$ cat config.mk
export PLATFORM = sky130hd
export DESIGN_NAME = ss_scan_ctrl_flat
export DESIGN_NICKNAME = d
export VERILOG_FILES = /design/src/rtl/ss_scan_ctrl_if.sv /design/src/rtl/ss_scan_ctrl.sv /design/src/flat_wrapper.sv
export SDC_FILE = /design/constraint.sdc
export NUM_CORES = 1
export LEC_CHECK = 0
export ABC_AREA = 1
export BUFFER_PORTS_ARGS = -buffer_cell sky130_fd_sc_hd__buf_4
export CAP_MARGIN = 25
export CORE_AREA = 10 10 101 112
export DETAILED_ROUTE_END_ITERATION = 7
export DIE_AREA = 0 0 111 122
export PLACE_DENSITY = 0.74
export SLEW_MARGIN = 10
export SYNTH_ARGS = -nofsm -noshare
export SYNTH_HDL_FRONTEND = slang
export SYNTH_SLANG_ARGS = --single-unit
$ cat constraint.sdc
create_clock -name clk -period 2.9 [get_ports clk]
set_input_delay 0.145 -clock clk [delete_from_list [all_inputs] [get_ports clk]]
set_output_delay 0.145 -clock clk [all_outputs]
set_load 0.1 [all_outputs]
$ cat src/rtl/ss_scan_ctrl_if.sv
// ----------------------------------------------------------------------------
// ss_scan_ctrl_if
//   Bundle of the value handshake and the multiplexed display outputs of
//   ss_scan_ctrl.
//
//   valid_i  : new value offered on data_i/mode_i
//   ready_o  : controller idle, a value can be accepted
//   data_i   : 12-bit value to display
//   mode_i   : 0 = unsigned, 1 = two's complement
//   blank_i  : suppress leading zero digits (level)
//   done_o   : one-cycle pulse when the display registers load
//   sign_o   : displayed value is negative
//   an_o     : active-low one-hot digit enable (bit 3 = thousands)
//   seg_o    : active-low segment pattern {g,f,e,d,c,b,a}
//
//   master : producer of values / consumer of the display (board or bench)
//   slave  : the scan controller itself
// ----------------------------------------------------------------------------
interface ss_scan_ctrl_if;
   logic        valid_i;
   logic        ready_o;
   logic [11:0] data_i;
   logic        mode_i;
   logic        blank_i;
   logic        done_o;
   logic        sign_o;
   logic [3:0]  an_o;
   logic [6:0]  seg_o;

   modport master (
      output valid_i, data_i, mode_i, blank_i,
      input  ready_o, done_o, sign_o, an_o, seg_o
   );

   modport slave (
      input  valid_i, data_i, mode_i, blank_i,
      output ready_o, done_o, sign_o, an_o, seg_o
   );
endinterface

$ cat src/rtl/ss_scan_ctrl.sv
// ----------------------------------------------------------------------------
// ss_scan_ctrl
//   Accepts a 12-bit value (unsigned or two's complement), converts its
//   magnitude to four BCD digits with a serial double-dabble, and drives a
//   4-digit multiplexed seven-segment display with optional leading-zero
//   blanking and a separate sign output.
//
//   Parameters
//     SCAN_DIV : clk cycles each digit stays enabled (2..65535)
//
//   Ports
//     clk  : rising-edge clock for all state
//     rst  : asynchronous active-high reset
//     bus  : ss_scan_ctrl_if.slave (handshake, value, display outputs)
//
//   Timing: a value accepted on edge E0 is converted during the following
//   14 cycles (LOAD, 12 x CONV, UPDATE); done_o is high in the UPDATE cycle
//   and the new digits appear from the cycle after it.
// ----------------------------------------------------------------------------
module ss_scan_ctrl #(
   parameter logic [15:0] SCAN_DIV = 16'd50000
) (
   input  logic          clk,
   input  logic          rst,
   ss_scan_ctrl_if.slave bus
);

   typedef enum logic [1:0] {
      IDLE   = 2'd0,
      LOAD   = 2'd1,
      CONV   = 2'd2,
      UPDATE = 2'd3
   } state_t;

   state_t      state;
   state_t      state_next;

   // captured request
   logic [11:0] data_q;
   logic        mode_q;

   // conversion datapath
   logic [11:0] mag;
   logic [15:0] bcd;
   logic [15:0] bcd_adj;
   logic [3:0]  bit_cnt;
   logic        neg;

   // display registers
   logic [15:0] disp;
   logic        disp_neg;

   // scan prescaler and digit index
   logic [15:0] pre_cnt;
   logic [1:0]  idx;

   // display mux
   logic [3:0]  nib;
   logic        upper_zero;
   logic [6:0]  seg;
   logic [3:0]  an;

   logic        ready;
   logic        done;
   logic        accept;

   // Active-low segments, bit order {g,f,e,d,c,b,a}; non-decimal codes dark.
   function automatic logic [6:0] seven_segment(input logic [3:0] n);
      logic [6:0] p;
      unique case (n)
         4'd0:    p = 7'b1000000;
         4'd1:    p = 7'b1111001;
         4'd2:    p = 7'b0100100;
         4'd3:    p = 7'b0110000;
         4'd4:    p = 7'b0011001;
         4'd5:    p = 7'b0010010;
         4'd6:    p = 7'b0000010;
         4'd7:    p = 7'b1111000;
         4'd8:    p = 7'b0000000;
         4'd9:    p = 7'b0010000;
         default: p = 7'b1111111;
      endcase
      return p;
   endfunction

   assign accept = bus.valid_i && ready;

   // ---------------------------------------------------------------- FSM
   always_ff @(posedge clk or posedge rst) begin
      if (rst) begin
         state <= IDLE;
      end else begin
         state <= state_next;
      end
   end

   always_comb begin
      state_next = state;
      ready      = 1'b0;
      done       = 1'b0;
      unique case (state)
         IDLE: begin
            ready = 1'b1;
            if (bus.valid_i) begin
               state_next = LOAD;
            end
         end
         LOAD: begin
            state_next = CONV;
         end
         CONV: begin
            if (bit_cnt == 4'd11) begin
               state_next = UPDATE;
            end
         end
         UPDATE: begin
            done       = 1'b1;
            state_next = IDLE;
         end
         default: begin
            state_next = IDLE;
         end
      endcase
   end

   // ------------------------------------------------------- double dabble
   // Add 3 to every BCD nibble >= 5 before the shift.
   always_comb begin
      bcd_adj = bcd;
      for (int unsigned k = 0; k < 4; k++) begin
         if (bcd[k*4 +: 4] >= 4'd5) begin
            bcd_adj[k*4 +: 4] = bcd[k*4 +: 4] + 4'd3;
         end
      end
   end

   always_ff @(posedge clk or posedge rst) begin
      if (rst) begin
         data_q   <= '0;
         mode_q   <= 1'b0;
         mag      <= '0;
         bcd      <= '0;
         bit_cnt  <= '0;
         neg      <= 1'b0;
         disp     <= '0;
         disp_neg <= 1'b0;
      end else begin
         if (accept) begin
            data_q <= bus.data_i;
            mode_q <= bus.mode_i;
         end
         unique case (state)
            LOAD: begin
               // 0 - x modulo 2^12 equals 4096 - x, so -2048 yields 2048.
               if (mode_q && data_q[11]) begin
                  mag <= 12'd0 - data_q;
               end else begin
                  mag <= data_q;
               end
               neg     <= mode_q && data_q[11];
               bcd     <= '0;
               bit_cnt <= '0;
            end
            CONV: begin
               {bcd, mag} <= {bcd_adj[14:0], mag, 1'b0};
               bit_cnt    <= bit_cnt + 4'd1;
            end
            UPDATE: begin
               disp     <= bcd;
               disp_neg <= neg;
            end
            default: begin
            end
         endcase
      end
   end

   // ---------------------------------------------------------- scanning
   always_ff @(posedge clk or posedge rst) begin
      if (rst) begin
         pre_cnt <= '0;
         idx     <= '0;
      end else if (pre_cnt == SCAN_DIV - 16'd1) begin
         pre_cnt <= '0;
         idx     <= idx + 2'd1;
      end else begin
         pre_cnt <= pre_cnt + 16'd1;
      end
   end

   // A digit above the units is blanked when it and all higher digits are 0.
   always_comb begin
      nib        = disp[3:0];
      upper_zero = 1'b0;
      unique case (idx)
         2'd0: begin
            nib        = disp[3:0];
            upper_zero = 1'b0;
         end
         2'd1: begin
            nib        = disp[7:4];
            upper_zero = (disp[15:4] == '0);
         end
         2'd2: begin
            nib        = disp[11:8];
            upper_zero = (disp[15:8] == '0);
         end
         default: begin
            nib        = disp[15:12];
            upper_zero = (disp[15:12] == '0);
         end
      endcase
      if (bus.blank_i && upper_zero) begin
         seg = '1;
      end else begin
         seg = seven_segment(nib);
      end
      an = ~(4'b0001 << idx);
   end

   assign bus.ready_o = ready;
   assign bus.done_o  = done;
   assign bus.sign_o  = disp_neg;
   assign bus.an_o    = an;
   assign bus.seg_o   = seg;

endmodule

$ cat src/flat_wrapper.sv
// flat-port wrapper written by rule: the top's interface ports become plain ports
module ss_scan_ctrl_flat 
#(
   parameter logic [15:0] SCAN_DIV = 16'd50000
)
  (clk, rst, bus_valid_i, bus_data_i, bus_mode_i, bus_blank_i, bus_ready_o, bus_done_o, bus_sign_o, bus_an_o, bus_seg_o);
  ss_scan_ctrl_if bus_i ();
  input  logic clk;
  input  logic rst;
  input wire logic [$bits(bus_i.valid_i)-1:0] bus_valid_i;
  input wire logic [$bits(bus_i.data_i)-1:0] bus_data_i;
  input wire logic [$bits(bus_i.mode_i)-1:0] bus_mode_i;
  input wire logic [$bits(bus_i.blank_i)-1:0] bus_blank_i;
  output wire logic [$bits(bus_i.ready_o)-1:0] bus_ready_o;
  output wire logic [$bits(bus_i.done_o)-1:0] bus_done_o;
  output wire logic [$bits(bus_i.sign_o)-1:0] bus_sign_o;
  output wire logic [$bits(bus_i.an_o)-1:0] bus_an_o;
  output wire logic [$bits(bus_i.seg_o)-1:0] bus_seg_o;
  assign bus_i.valid_i = bus_valid_i;
  assign bus_i.data_i = bus_data_i;
  assign bus_i.mode_i = bus_mode_i;
  assign bus_i.blank_i = bus_blank_i;
  assign bus_ready_o = bus_i.ready_o;
  assign bus_done_o = bus_i.done_o;
  assign bus_sign_o = bus_i.sign_o;
  assign bus_an_o = bus_i.an_o;
  assign bus_seg_o = bus_i.seg_o;
  ss_scan_ctrl #(.SCAN_DIV(SCAN_DIV)) u_core (.clk(clk), .rst(rst), .bus(bus_i));
endmodule
==> results of run 1 <==
==> Yosys cell counts, drive strengths merged (3+ instances only) <==
| master | count | share of area [%] |
|---|---|---|
| o22ai | 11 | 1.5 |
| o211ai | 3 | 0.49 |
| mux2 | 4 | 0.99 |
| ha | 23 | 6.3 |
| o21ai | 46 | 5.3 |
| a21oi | 34 | 3.7 |
| buf | 6 | 0.85 |
| nor2 | 68 | 6.0 |
| dfrtp | 83 | 45 |
| xor2 | 11 | 2.1 |
| inv | 89 | 7.3 |
| nand4 | 7 | 1.1 |
| nand2 | 126 | 11 |
| o21bai | 4 | 0.66 |
| nand3 | 38 | 4.2 |
| nor3 | 10 | 1.5 |
| clkbuf | 8 | 0.66 |
==> worst max-delay path by stage <==
| stage | end | slack [ps] |
|---|---|---|
| 6_report | bus_seg_o[3] | 380 |
| 5_1_grt | bus_seg_o[3] | 160 |
| 4_1_cts | bus_seg_o[3] | 360 |
| 3_5_place_dp | bus_seg_o[3] | 750 |
| 3_3_place_gp | bus_seg_o[3] | 860 |
| 2_1_floorplan | bus_seg_o[1] | -50 |
==> power groups by stage <==
stage	clock [mW]	combinational, mW	sequential [mW]
2_1_floorplan	0	2.17	1.70
3_3_place_gp	0	2.62	1.69
3_5_place_dp	0	2.71	1.70
4_1_cts	0.948	2.71	1.68
5_1_grt	1.00	3.02	1.71
6_report	0.926	2.71	1.68
==> area by class of cell <==
| cell class | instances | area [um2] | share of cell area, % |
|---|---|---|---|
| Tap cell | 117 | 146 | 2.82 |
| Clock buffer | 9 | 124 | 2.39 |
| Timing Repair Buffer | 36 | 285 | 5.50 |
| Multi-Input combinational cell | 392 | 2120 | 40.8 |
| Sequential cell | 83 | 2080 | 40.1 |
| Clock inverter | 7 | 101 | 1.95 |
| Inverter | 89 | 335 | 6.47 |
==> kinds of logic after synthesis <==
kind of cell               count (synthesis)  synth area share (%)
AOI/OAI and AO/OA                        102                  12.4
xor gates and xnor gates                  11                  2.11
adders and majority gates                 23                  6.30
buffers and inverters                    103                  8.82
DFF                                       83                  45.5
muxes                                      4                 0.987
and+or+nand+nor                          252                  23.9
==> state kept, by name, indices dropped and copies added, names as in the netlist <==
register / cells
u_core.bcd: 16
u_core.bit_cnt: 4
u_core.disp: 16
u_core.mag: 12
u_core.pre_cnt: 16
u_core.bus.sign_o: 1
u_core.state: 2
u_core.data_q: 12
u_core.neg: 1
u_core.idx: 2
u_core.mode_q: 1
==> through the flow <==
step | worst slack [ps] | std cells | setup TNS [ps] | util (%) | area (um2)
finish | 380 | 733 | 0 | 56.9 | 5190
detailed placement | 750 | 715 | 0 | 54.1 | 4930
global route | 162 | 733 | 0 | 56.9 | 5190
global placement | 862 | 715 | 0 | 54.1 | 4930
CTS | 356 | 732 | 0 | 56.6 | 5170
floorplan | -54.3 | 578 | -54.3 | - | 4600
==> worst register-to-register path, cell delays in order, from the launching register on <==
cell      delay, ps
dfrtp_1         400
inv_1            70
ha_1            300
buf_4           290
inv_2           160
nor2_2          410
inv_1           120
o221ai_1        190
==> layer usage <==
| metal | routed length, um | GRT usage (%) | part of all wire [%] | vias up |
|---|---|---|---|---|
| li1 | - | - | - | 1913 |
| met4 | 153 | 6.27 | 1.6 | 0 |
| met3 | 329 | 2.95 | 3.5 | 13 |
| met1 | 4280 | 17.4 | 46 | 1746 |
| met2 | 4520 | 24.9 | 49 | 81 |
| met5 | 0 | 0 | 0 | - |
==> out/qor.yml, run 1 <==
r2r-start: "u_core.state[1]"
grt_max_degree: 56
yosys_register_bits: 83
synth_enable_flop_cells: 0
postCtsResizedCells: 0
p_int_mw: 2.70
synth-async-reset-ratio_pct: 100
critical_path.max_fanout: 5
critical-path-slowest-cell: "dfrtp_1"
cts-root-buf: "clkbuf_8"
drt_wl_total_um: 9280
placeableCoreArea_mm2: 0.00912
max-cap-violations: 0
r2r_cells: 7
port-buffer-count: 30
gp_congestion: 0.933
first_global_vias: 3798
post_synthesis_net_count: 618
initial_core_util_pct: 50.1
fill_cells: 820
grt.total_usage_pct: 14.5
critical_path.n_buffers_inverters: 3
cp.depth: 12
crit_path_start: "u_core.idx[1]"
final_common_cell: "nand2_1"
min_delay_worst_endpoint: "u_core.data_q[7]"
synthFlopType: "dfrtp_1"
crit_path_cell_trace: "inv_2 > ha_2 > nand2_1 > nand2_1 > o21ai_2 > inv_1 > ha_1 > nand2_1 > nand2_1 > nand2_1 > nand2_1 > buf_4"
clock_sink_count: 83
whs_ps: 19.7
tritoncts: "yes"
synthCells: 578
power_frac_seq_pct: 31.6
cts.htree.levels: 3
worstHoldStart: "bus_data_i[7]"
dr.pass1.iters: 4
synthesis.area_mm2: 0.00457
timing.critical_path.max_delay_family: "adder cells"
routedWlPerCell_um: 12.7
worst_path_most_repeated_cell: "nand2_1"
worst_skew_pair.late_latency_ps: 360
drt-vias-per-instance: 5.12
worstPathRequired_ps: 2760
p_sw_mw: 2.61
tritoncts.num_buffers: 9
layout_common_cells: "119 x nand2_1, 82 x dfrtp_1, 79 x inv_1"
die_w_um: 111
worst_r2r_endpoint: "u_core.mag[1]"
post_cts_buffers: 0
dr.first_iter.drc_count: 238
clkSlewWorstSetupHoldPaths_ps: 90
clockBufferDepth: 2
io-pin-count: 31
worst_ir_drop_vdd_v: 0.000501
nNetsFinal: 651
dr_total_vias: 3753
rsz_0062_raised_after_global_routing: "no"
crit_type: "register to output port"
share_clk_of_total_power_pct: 17.4
final_critical_path_required_period_ps: 2520
power.switching_fraction_pct: 49.2
worst_pin_slew_ps: 734
timing.max_slew.rel_slack_pct: 50.9
die_height_um: 122
whs_path_cells: 2
combPwrFrac_pct: 51.0
post-layout-total-power_mw: 5.31
final-hold-violation-count: 0
detailed_place_hpwl_um: 6790
timing.critical_path.arrival_ps: 2370
worst_stage_delay_on_the_critical_path_ps: 450
hold_path.class: "primary input to register"
num_antenna_cells: 0
fmaxAchievable_mhz: 397
post_synth.cell_area_avg_um2: 7.90
r2r_setup_slack_ps: 870
timing.clock.skew_ps: 11.6
timing.critical_path.to_type: "output port"
timing.final.crit_share_pct: 86.9
timing.final.setup_violations: 0
yosysWarnings: 0
slew_violations: 0
cts.hold.buffers_added: 1
cellLeakagePower_nw: 2.57
final_layout_size_suffix_gt1_share_pct: 14.3
post_synth_num_cell_types: 35
grt_remaining_overflow: 0
power_density_mw_per_mm2: 1020
startpoint_type: "register"
area_added_between_synthesis_and_finish_pct: 13.6
number_of_antenna_violations_at_the_first_check_in_global_routing: 0
run_status: "finished clean"
synth.yosys.seq_area_share_pct: 45.5
drc: 0
placement_rows: 37
final_antenna_net_count: 0
die-area_mm2: 0.0135
global_route_wire_length_before_repair_um: 16900
Power figures use the tool's default switching activity.
==> run 2: changes to the inputs <==
Settings changed: SETUP_SLACK_MARGIN set to 0.5.
==> run 2 against run 1 <==
Routed wire length increased by 4.5%. Register-to-register slack improved by 180 ps. Sequential power is essentially flat. Clock skew shrank 2.3 ps. Worst setup slack better by 200 ps. Via count increased by 1.9%. Core utilization is 1.7 points higher. Maximum frequency is 8.4% higher. Sequential cell count did not move. Power grew 5.0%. Highest routed layer unchanged.
==> out/qor.yml, run 2 (synthesized netlist as in run 1, its figures left out) <==
io-pin-count: 31  # unchanged
cellLeakagePower_nw: 2.60  # +1.1%
final_layout_size_suffix_gt1_share_pct: 16.6  # +2.4 points
die-area_mm2: 0.0135  # unchanged
grt_remaining_overflow: 0  # unchanged
clock_sink_count: 83  # unchanged
fill_cells: 834  # +1.7%
first_global_vias: 3972  # +4.6%
placeableCoreArea_mm2: 0.00912  # unchanged
final-hold-violation-count: 0  # unchanged
timing.max_slew.rel_slack_pct: 53.7  # +2.8 points
critical_path.max_fanout: 6  # +1
critical_path.n_buffers_inverters: 3  # unchanged
clkSlewWorstSetupHoldPaths_ps: 80  # about the same
dr.first_iter.drc_count: 174  # -27%
critical-path-slowest-cell: "dfrtp_2"
hold_path.class: "primary input to register"
timing.critical_path.arrival_ps: 2180  # -190 ps
die_height_um: 122  # unchanged
crit_type: "register to output port"
tritoncts: "yes"
whs_ps: 13.1  # -6.67 ps
timing.clock.skew_ps: 9.36  # -2.28 ps
port-buffer-count: 30  # unchanged
worst_pin_slew_ps: 693  # -41.3 ps
timing.final.setup_violations: 0  # unchanged
dr_total_vias: 3826  # +1.9%
nNetsFinal: 654  # +0.46%
postLayoutCellArea_mm2: 0.00534  # +3.0%
power_density_mw_per_mm2: 1040  # +1.9%
num_antenna_cells: 0  # unchanged
max-cap-violations: 0  # unchanged
layout_common_cells: "110 x nand2_1, 81 x dfrtp_1, 78 x inv_1"
crit_path_cell_trace: "inv_4 > ha_4 > inv_1 > o21ai_1 > o21bai_1 > nand3_1 > nand3_2 > buf_4"
timing.final.crit_share_pct: 80.2  # -6.7 points
area_added_between_synthesis_and_finish_pct: 17.0
cts.htree.levels: 3  # unchanged
drt-vias-per-instance: 5.20  # +1.5%
number_of_antenna_violations_at_the_first_check_in_global_routing: 0  # unchanged
run_status: "finished clean"
placement_rows: 37  # unchanged
final_common_cell: "nand2_1"
placedInstanceArea_mm2: 0.00495  # +0.36%
timing.critical_path.max_delay_family: "compound AO/OA/AOI/OAI gates"
timing.critical_path.to_type: "output port"
worstPathRequired_ps: 2760  # about the same
cts-root-buf: "clkbuf_8"
initial_core_util_pct: 50.1  # unchanged
worst_ir_drop_vdd_v: 0.000652  # +30%
clockBufferDepth: 2  # unchanged
worst_skew_pair.late_latency_ps: 360  # about the same
global_route_wire_length_before_repair_um: 17400  # +2.8%
grt_max_degree: 35  # -38%
die_w_um: 111  # unchanged
final_antenna_net_count: 0  # unchanged
r2r_setup_slack_ps: 1050  # +180 ps
dr.pass1.iters: 4  # unchanged
startpoint_type: "register"
grt.total_usage_pct: 15.0  # +0.53 points
tritoncts.num_buffers: 9  # unchanged
worst_stage_delay_on_the_critical_path_ps: 460  # about the same
slew_violations: 0  # unchanged
detailed_place_hpwl_um: 7230  # +6.6%
final_critical_path_required_period_ps: 2320  # -195 ps
drc: 0  # unchanged
gp_congestion: 0.925  # -0.84%
routedWlPerCell_um: 13.2  # +4.1%
layout_top_registers: "u_core.bcd: 16 flops, u_core.disp: 16 flops, u_core.pre_cnt: 16 flops"
fmaxAchievable_mhz: 430  # +8.4%
rsz_0062_raised_after_global_routing: "no"
drt_wl_total_um: 9700  # +4.5%
[run 2: cell types whose count changed in the layout (fill, tap and decap cells not counted), moves of 3 or more]
cell / previous run / this run
inv_4: 0 / 4
buf_4: 34 / 31
nand2_1: 119 / 110
nand2_2: 7 / 14
ha_4: 2 / 5
inv_2: 9 / 6
[run 2: repair_timing]
action                     CTS  global route
hold buffers                 2             0
gates resized for setup      5            26
pin swaps                    1             4
buffers inserted             2             1
hold endpoints to repair    33             0
setup endpoints to repair    4             7
[run 2: metal layers]
metal / vias to the layer above / global-route usage, % / wire [um]
met3: 24 / 2.85 / 307
met4: 0 / 8.06 / 244
met2: 67 / 26.0 / 4800
met5: - / 0 / 0
met1: 1811 / 17.4 / 4350
li1: 1924 / - / -
[run 2: worst register-to-register path, cell delays in order, from the launching register on]
cell and delay, ps:
dfrtp_1 420, inv_1 90, ha_1 400, inv_2 140
nor2_2 420, inv_1 120, o221ai_1 190
[run 2: worst paths after layout]
| path | startpoint | endpoint | depth (start not counted) |
|---|---|---|---|
| min in group asynchronous | rst | u_core.pre_cnt[2] | 3 |
| min reg2reg | u_core.pre_cnt[0] | u_core.pre_cnt[0] | 1 |
| max in group asynchronous | rst | u_core.bit_cnt[0] | 4 |
| max | u_core.idx[1] | bus_seg_o[4] | 8 |
| max reg2reg | u_core.state[1] | u_core.mag[1] | 6 |
| min | bus_mode_i | u_core.mode_q | 2 |
[run 2: area by class of cell]
cell class	count	area, um2	share of cell area (%)
Clock buffer	10	128	2.39
Clock inverter	6	90.1	1.69
Inverter	89	345	6.47
Multi-Input combinational cell	392	2200	41.1
Sequential cell	83	2080	38.9
Tap cell	117	146	2.74
Timing Repair Buffer	39	354	6.63
[run 2: report_power, final]
| group | internal, mW | switching (mW) |
|---|---|---|
| combinational | 0.922 | 2.05 |
| sequential | 1.48 | 0.212 |
| clock | 0.485 | 0.427 |
[run 2: stage by stage]
step / total power, mW / setup slack, ps / TNS [ps] / std cells / utilization, %
finish: 5.58 / 575 / 0 / 736 / 58.6
global route: 6.00 / 454 / 0 / 736 / 58.6
CTS: 5.43 / 505 / 0 / 735 / 57.2
detailed placement: 4.45 / 720 / 0 / 715 / 54.3
global placement: 4.35 / 850 / 0 / 715 / 54.3
floorplan: 3.90 / -54.3 / -54.3 / 578 / -
